==> config.mk <==
export PLATFORM = sky130hd
export DESIGN_NAME = seq_scan_ctrl_flat
export DESIGN_NICKNAME = d
export VERILOG_FILES = /design/src/rtl/seq_scan_if.sv /design/src/rtl/seq_scan_ctrl.sv /design/src/flat_wrapper.sv
export SDC_FILE = /design/constraint.sdc
export NUM_CORES = 1
export LEC_CHECK = 0
export ABC_CLOCK_PERIOD_IN_PS = 2150
export BUFFER_PORTS_ARGS = -buffer_cell sky130_fd_sc_hd__buf_2
export CORE_ASPECT_RATIO = 0.7
export CORE_UTILIZATION = 55
export CTS_CLUSTER_DIAMETER = 30
export DETAILED_ROUTE_END_ITERATION = 12
export PLACE_DENSITY = 0.77
export RECOVER_POWER = 100
export SYNTH_ARGS = -nofsm -noshare
export SYNTH_HDL_FRONTEND = slang
export SYNTH_SLANG_ARGS = --single-unit
==> constraint.sdc <==
create_clock -name clk -period 2.15 [get_ports clk]
set_input_delay 0.3225 -clock clk [delete_from_list [all_inputs] [get_ports clk]]
set_output_delay 0.3225 -clock clk [all_outputs]
set_load 0.005 [all_outputs]
==> src/rtl/seq_scan_if.sv <==
// Stream-in / report-out bundle for the serial pattern scan controller.
interface seq_scan_if #(
    parameter int unsigned DATA_W = 8,
    parameter int unsigned PAT_W  = 4,
    parameter int unsigned CNT_W  = 8
);
    logic [PAT_W-1:0]  cfg_pattern;
    logic              cfg_overlap;
    logic              in_valid;
    logic              in_ready;
    logic [DATA_W-1:0] in_data;
    logic              in_last;
    logic              match_pulse;
    logic              out_valid;
    logic              out_ready;
    logic [CNT_W-1:0]  out_count;

    // Word source / report consumer side
    modport master (
        output cfg_pattern, cfg_overlap, in_valid, in_data, in_last, out_ready,
        input  in_ready, match_pulse, out_valid, out_count
    );

    // Controller side
    modport slave (
        input  cfg_pattern, cfg_overlap, in_valid, in_data, in_last, out_ready,
        output in_ready, match_pulse, out_valid, out_count
    );
endinterface

==> src/rtl/seq_scan_ctrl.sv <==
// Frame-oriented serial pattern detector: serialises words MSB-first through a
// history register, pulses on each match and reports a saturating per-frame
// match count at frame end.
module seq_scan_ctrl #(
    parameter int unsigned DATA_W = 8,
    parameter int unsigned PAT_W  = 4,
    parameter int unsigned CNT_W  = 8
) (
    input  logic       clk,
    input  logic       reset_n,
    seq_scan_if.slave  bus
);

    localparam int unsigned BC_W   = $clog2(DATA_W);
    localparam int unsigned FILL_W = $clog2(PAT_W + 1);
    localparam logic [BC_W-1:0]   LAST_BIT  = BC_W'(DATA_W - 1);
    localparam logic [FILL_W-1:0] FILL_FULL = FILL_W'(PAT_W);
    localparam logic [CNT_W-1:0]  CNT_MAX   = '1;

    typedef enum logic [1:0] {
        ST_IDLE   = 2'd0,
        ST_SHIFT  = 2'd1,
        ST_REPORT = 2'd2
    } state_e;

    state_e              state_q;
    logic [DATA_W-1:0]   shreg_q;
    logic                last_q;
    logic [BC_W-1:0]     bitcnt_q;
    logic [PAT_W-1:0]    hist_q;
    logic [PAT_W-1:0]    hist_d;
    logic [FILL_W-1:0]   fill_q;
    logic [FILL_W-1:0]   fill_inc;
    logic [FILL_W-1:0]   fill_d;
    logic [CNT_W-1:0]    cnt_q;
    logic [CNT_W-1:0]    cnt_d;
    logic                hit;
    logic                frame_active_q;
    logic [PAT_W-1:0]    pat_q;
    logic                ovl_q;
    logic                match_pulse_q;
    logic                out_valid_q;
    logic [CNT_W-1:0]    out_count_q;

    // Ready is a pure decode of the state register so it is glitch-free.
    assign bus.in_ready    = (state_q == ST_IDLE);
    assign bus.match_pulse = match_pulse_q;
    assign bus.out_valid   = out_valid_q;
    assign bus.out_count   = out_count_q;

    // History/fill/count values after shifting in the current serial bit.
    always_comb begin
        hist_d   = {hist_q[PAT_W-2:0], shreg_q[DATA_W-1]};
        fill_inc = (fill_q == FILL_FULL) ? fill_q : fill_q + FILL_W'(1);
        hit      = (fill_inc == FILL_FULL) && (hist_d == pat_q);
        fill_d   = (hit && !ovl_q) ? '0 : fill_inc;
        cnt_d    = (hit && (cnt_q != CNT_MAX)) ? cnt_q + CNT_W'(1) : cnt_q;
    end

    // Controller FSM with its datapath registers and registered outputs.
    always_ff @(posedge clk or negedge reset_n) begin
        if (!reset_n) begin
            state_q        <= ST_IDLE;
            shreg_q        <= '0;
            last_q         <= 1'b0;
            bitcnt_q       <= '0;
            hist_q         <= '0;
            fill_q         <= '0;
            cnt_q          <= '0;
            frame_active_q <= 1'b0;
            pat_q          <= '0;
            ovl_q          <= 1'b0;
            match_pulse_q  <= 1'b0;
            out_valid_q    <= 1'b0;
            out_count_q    <= '0;
        end else begin
            match_pulse_q <= 1'b0;
            unique case (state_q)
                ST_IDLE: begin
                    if (bus.in_valid) begin
                        shreg_q  <= bus.in_data;
                        last_q   <= bus.in_last;
                        bitcnt_q <= '0;
                        // Configuration is frozen for the whole frame.
                        if (!frame_active_q) begin
                            pat_q          <= bus.cfg_pattern;
                            ovl_q          <= bus.cfg_overlap;
                            frame_active_q <= 1'b1;
                        end
                        state_q <= ST_SHIFT;
                    end
                end

                ST_SHIFT: begin
                    shreg_q       <= {shreg_q[DATA_W-2:0], 1'b0};
                    bitcnt_q      <= bitcnt_q + BC_W'(1);
                    hist_q        <= hist_d;
                    fill_q        <= fill_d;
                    cnt_q         <= cnt_d;
                    match_pulse_q <= hit;
                    if (bitcnt_q == LAST_BIT) begin
                        if (last_q) begin
                            // Count includes a match on the final bit.
                            out_count_q <= cnt_d;
                            out_valid_q <= 1'b1;
                            state_q     <= ST_REPORT;
                        end else begin
                            // History persists so matches may span words.
                            state_q <= ST_IDLE;
                        end
                    end
                end

                ST_REPORT: begin
                    if (bus.out_ready) begin
                        out_valid_q    <= 1'b0;
                        cnt_q          <= '0;
                        hist_q         <= '0;
                        fill_q         <= '0;
                        frame_active_q <= 1'b0;
                        state_q        <= ST_IDLE;
                    end
                end

                default: begin
                    state_q <= ST_IDLE;
                end
            endcase
        end
    end

endmodule

==> src/flat_wrapper.sv <==
// flat-port wrapper written by rule: the top's interface ports become plain ports
module seq_scan_ctrl_flat 
#(
    parameter int unsigned DATA_W = 8,
    parameter int unsigned PAT_W  = 4,
    parameter int unsigned CNT_W  = 8
)
  (clk, reset_n, bus_cfg_pattern, bus_cfg_overlap, bus_in_valid, bus_in_data, bus_in_last, bus_out_ready, bus_in_ready, bus_match_pulse, bus_out_valid, bus_out_count);
  seq_scan_if #(.DATA_W(DATA_W), .PAT_W(PAT_W), .CNT_W(CNT_W)) bus_i ();
  input  logic clk;
  input  logic reset_n;
  input wire logic [$bits(bus_i.cfg_pattern)-1:0] bus_cfg_pattern;
  input wire logic [$bits(bus_i.cfg_overlap)-1:0] bus_cfg_overlap;
  input wire logic [$bits(bus_i.in_valid)-1:0] bus_in_valid;
  input wire logic [$bits(bus_i.in_data)-1:0] bus_in_data;
  input wire logic [$bits(bus_i.in_last)-1:0] bus_in_last;
  input wire logic [$bits(bus_i.out_ready)-1:0] bus_out_ready;
  output wire logic [$bits(bus_i.in_ready)-1:0] bus_in_ready;
  output wire logic [$bits(bus_i.match_pulse)-1:0] bus_match_pulse;
  output wire logic [$bits(bus_i.out_valid)-1:0] bus_out_valid;
  output wire logic [$bits(bus_i.out_count)-1:0] bus_out_count;
  assign bus_i.cfg_pattern = bus_cfg_pattern;
  assign bus_i.cfg_overlap = bus_cfg_overlap;
  assign bus_i.in_valid = bus_in_valid;
  assign bus_i.in_data = bus_in_data;
  assign bus_i.in_last = bus_in_last;
  assign bus_i.out_ready = bus_out_ready;
  assign bus_in_ready = bus_i.in_ready;
  assign bus_match_pulse = bus_i.match_pulse;
  assign bus_out_valid = bus_i.out_valid;
  assign bus_out_count = bus_i.out_count;
  seq_scan_ctrl #(.DATA_W(DATA_W), .PAT_W(PAT_W), .CNT_W(CNT_W)) u_core (.clk(clk), .reset_n(reset_n), .bus(bus_i));
endmodule
# Word-level counts from Yosys, hierarchy flattened
# Index checks and enable logic that the tools add are counted.
# word_totals
ff_bits	44
output_inout_bits	11
word_cells	69
# op_classes
addsub	3
eq_ne	11
mux	25
bitwise_logic	1
reduce_logical	16
# ops
op	count
$pmux 8 s2	2
$mux 8	3
$pmux 3 s2	3
$mux 3	5
$reduce_and 3->1	4
$eq 3x3->1 const B	3
$add 8x1->8 const B	1
$mux 2	4
$ne 8x8->1 const B	1
$add 3x1->3 const B	2
$pmux 2 s3	1
$reduce_and 2->1	3
$reduce_bool 2->1	3
$mux 1	5
$eq 4x4->1	1
$ne 2x1->1 const B	2
$ne 2x2->1 const B	2
$pmux 1 s2	2
$reduce_and 4->1	1
$logic_and 1x1->1	3
$eq 2x1->1 const B	1
$eq 2x2->1 const B	1
$logic_not 2->1	1
$logic_not 1->1	1
$not 1->1	1

# Depth between registers and ports, before layout
# logic_depth
ltp_word	7
ltp_mapped	8

# Worst setup path before layout
# Ideal clock, no wire load.
# synth_timing
path_kind	register to register
startpoint	reg u_core.fill_q[0]
endpoint	reg u_core.out_count_q[5] (netlist: u_core.bus.out_count[5])
t_arrival_ps	1890
required_ps	2068
path_slack_ps	178
stages_incl_launch_ff	8
n_path_buf	0
period_less_slack_ps	1972
path_cell_list	dfrtp_1 > inv_1 > ha_1 > or3b_1 > nand3_1 > nand3_2 > or4_1 > a31oi_1
# synth_between
elab_chain_cells	6
# synth_rtl
element	line_no	text
from (decl)	seq_scan_ctrl.sv:32	logic [FILL_W-1:0] fill_q;
from (signal assigned)	seq_scan_ctrl.sv:98	fill_q <= fill_d;
$add 3x1->3 / $eq 3x3->1 (equally long branches)	seq_scan_ctrl.sv:54	fill_inc = (fill_q == FILL_FULL) ? fill_q : fill_q + FILL_W'(1);
$mux 3 *	seq_scan_ctrl.sv:54	
$eq 3x3->1 *	seq_scan_ctrl.sv:55	hit = (fill_inc == FILL_FULL) && (hist_d == pat_q);
$logic_and 1x1->1 *	seq_scan_ctrl.sv:55	
$logic_and 1x1->1 *	seq_scan_ctrl.sv:57	cnt_d = (hit && (cnt_q != CNT_MAX)) ? cnt_q + CNT_W'(1) : cnt_q;
$mux 8 *	seq_scan_ctrl.sv:57	
to (signal assigned)	seq_scan_ctrl.sv:104	out_count_q <= cnt_d;
to (decl)	seq_scan_ctrl.sv:43	logic [CNT_W-1:0] out_count_q;
# Mark *: on every way between the ends. The rest lies on a longest branch, timed or not.
# A chain may end at the register's enable or synchronous reset.

# Worst setup path after layout
# layout_timing
startpoint	reg u_core.fill_q[0]
endpoint	reg u_core.out_count_q[2] (netlist: u_core.bus.out_count[2])
# The elaborated chain is that of the path after synthesis.

==> flow_summary.ini <==
[detailed_routing]
dr_wl_met3_um = 294
vias_per_cell = 5.741
top_layer_used = met4
drt_pass1_iterations = 4
drt-total-wl_mm = 4.616
antenna_left = 0
dr_wl_met2_mm = 1.884
drt_iter0_markers = 134
vias = 1860
drt-met1-wl_mm = 2.379
route.detailed.drc = 0
wl_per_cell_um = 14.25

[sta]
max_slew_margin = 0.2899
whs_ns = 0.2119
tns_ns = 0
hold_viol = 0
rsz0062_at_grt = no
period_minus_slack_ns = 2.033
setup_violations = 0
finalCritPeriodShare = 0.9458
tightest_slew_ns = 1.065
drv_slew = 0
fin_skew_ns = 0.008051
fmax_mhz = 491.8

[synth]
synth.top_cell.area_share = 0.5026
synth_nets = 265
synth_area_um2 = 2191
netlist_instances = 242
ys_top_cells_by_area = dfrtp_1 (50%), nand2_1 (7.4%), a31oi_1 (5.4%)
seq_area_frac_synth = 0.5026
yosysWarnings = 0
yosys.area.top_type = dfrtp_1
synth_cell_types = 34
syn_avg_cell_area_um2 = 9.053
ys_ff_latch = 44

[placed_design]
dp_hpwl_mm = 3.169
place_inst = 315
portBuffers = 28
finalWeightedCongestion = 0.8630
placed_cell_area_um2 = 2411

[floorplan]
fp.dieArea_um2 = 4244
die_x_um = 77.44
io_pins = 29
start_util = 0.5968
core_um2 = 3671
fp.dieH_um = 54.81
num_rows = 18

[run]
maxCapViolCount = 0

[critical_path]
crit_start = u_core.fill_q[0]
start_kind = register
crit_path_max_incr_delay_ns = 0.41
path_cells = inv_1 > ha_1 > nor4_4 > nand3_2 > buf_6 > or3_1 > a31oi_1
crit_end = u_core.bus.out_count[2]
r2r_cells = 7
reg2reg_setup_slack_ns = 0.12
cp_slowest_cell = dfrtp_2
crit_path_max_fanout = 20
cp.arrival_ns = 2.26
crit_required_ns = 2.38
cp-end-kind = register
path_class = register to register
r2r_end = u_core.bus.out_count[2]
rr_startpoint = u_core.fill_q[0]

[clock_network]
cts_buffers = 5
h-tree-depth = 2
cts_tree = done
cts_sinks = 44
clk_latency_ns = 0.31
cts_buffer_depth = 2
clockRootBuffer = clkbuf_8
clkTransAtPathRegs_ns = 0.08

[global_routing]
grt-ovfl-total = 0
first_global_vias = 1625
grt_pass1_wl_mm = 7.790
grt_max_degree = 45
antenna_found_initial = 0
track_usage = 0.2528

[pwr]
p_per_area_nw_per_um2 = 1296
p_leak_nw = 1.162
power_mw = 3.295
worst_ir_drop_vdd_v = 0.0008095

[cells_and_area]
drive_gt1_frac = 0.1752
nets = 296
syn_to_final_growth_pct = 16.05
layout.cells.non_filler = 324
finalInstanceArea_um2 = 2542
diodes = 0

[status]
status = complete, no violations

[hold_path]
min_path_type = primary input to register
## final cells by class
cell class | count | area (um2)
repair buffers | 39 | 207.7
clock inverters | 1 | 30.03
fillers | 278 | 1129
inverters | 6 | 22.52
multi-input cells | 177 | 1021
well taps | 50 | 62.56
flip-flops and latches | 44 | 1102
clock buffers | 7 | 96.34
## power by group
part	leakage [nW]	total [mW]	internal (mW)	switching, mW
logic	0.550	1.20	0.501	0.699
registers	0.548	1.40	1.14	0.265
clock network	0.0645	0.690	0.410	0.281
## metal layers
layer / up-vias / global-route usage
met1: 865 / 0.3493
li1: 932 / -
met3: 5 / 0.08000
met4: 0 / 0.07547
met2: 58 / 0.3850
met5: - / 0
## per-stage QoR
stage | worst slack [ns] | utilization
after CTS | 0.02855 | 0.6912
after detailed placement | 0.02333 | 0.6568
final | 0.1166 | 0.6926
after global placement | 0.1074 | 0.6568
after floorplan | 0.1778 | -
after global routing | 0.004679 | 0.6926
## what timing repair did
action,in CTS,in global routing
gates resized for setup,0,4
setup buffers,0,1
setup endpoints to repair,0,9
hold buffers,0,0
## placed cells by master, fill, tap and decap left out, types with 5 or more instances in the layout
cell type,instances
o21ai_0,16
and3_1,6
o31ai_1,5
clkbuf_8,7
nand2_1,43
clkbuf_1,9
buf_4,7
a31oi_1,19
inv_1,6
buf_2,19
nand3_1,20
nor2_1,21
dfrtp_1,43
mux2_2,5
## registers in the layout, indices dropped and copies added, names as in the netlist, 2 cells and up
| name | flops |
|---|---|
| u_core.bus.out_count | 8 |
| u_core.cnt_q | 8 |
| u_core.shreg_q | 8 |
| u_core.pat_q | 4 |
| u_core.bitcnt_q | 3 |
| u_core.fill_q | 3 |
| u_core.hist_q | 3 |
| u_core.state_q | 2 |
## cell usage after synthesis
cell type,number
and3_1,6
a41oi_1,3
nor4_2,1
or4_1,2
a31oi_1,19
nand2b_1,1
clkbuf_1,14
xor2_1,4
or2_2,1
o31a_1,1
nand3_1,20
nor3_1,3
or3_1,4
o21a_1,1
a2bb2oi_1,1
and2_1,1
ha_1,5
nand4_1,3
a21oi_1,3
o22a_1,1
or3b_1,1
o21ai_0,16
dfrtp_1,44
o2111ai_1,1
o211ai_1,2
a22o_1,1
mux2i_1,1
o31ai_1,5
buf_2,1
nor2_1,21
nand2_1,43
nand3_2,1
inv_1,6
mux2_2,5
## worst min path at each step
stage,from,to,slack [ns],depth (start not counted)
6_report,bus_in_last,u_core.last_q,0.21,3
5_1_grt,bus_in_last,u_core.last_q,0.20,3
4_1_cts,reset_n,u_core.pat_q[3],0.09,2
3_5_place_dp,reset_n,u_core.pat_q[3],0.43,2
3_3_place_gp,reset_n,u_core.pat_q[1],0.43,2
2_1_floorplan,reset_n,u_core.bitcnt_q[0],0.03,0
## logic make-up (layout without fill, tap and decap cells)
logic type | count (synthesis) | after routing | share of synthesized area
XOR/XNOR | 4 | 4 | 0.01599
flip-flops | 44 | 44 | 0.5026
AND/OR/NAND/NOR | 108 | 108 | 0.2290
AO/OA/AOI/OAI | 54 | 54 | 0.1571
buffers and inverters | 21 | 53 | 0.03655
adder cells (fa/ha/maj) | 5 | 5 | 0.02856
multiplexers | 6 | 6 | 0.03027
## critical path: cells and delay by family, from the launching register on
kind            cells  cell delay (ns)
simple gates        3             0.80
flops               1             0.41
fa+ha+maj           1             0.34
buf+inv             2             0.23
compound gates      1             0.16
No activity file was read; power rests on OpenSTA's default activity.
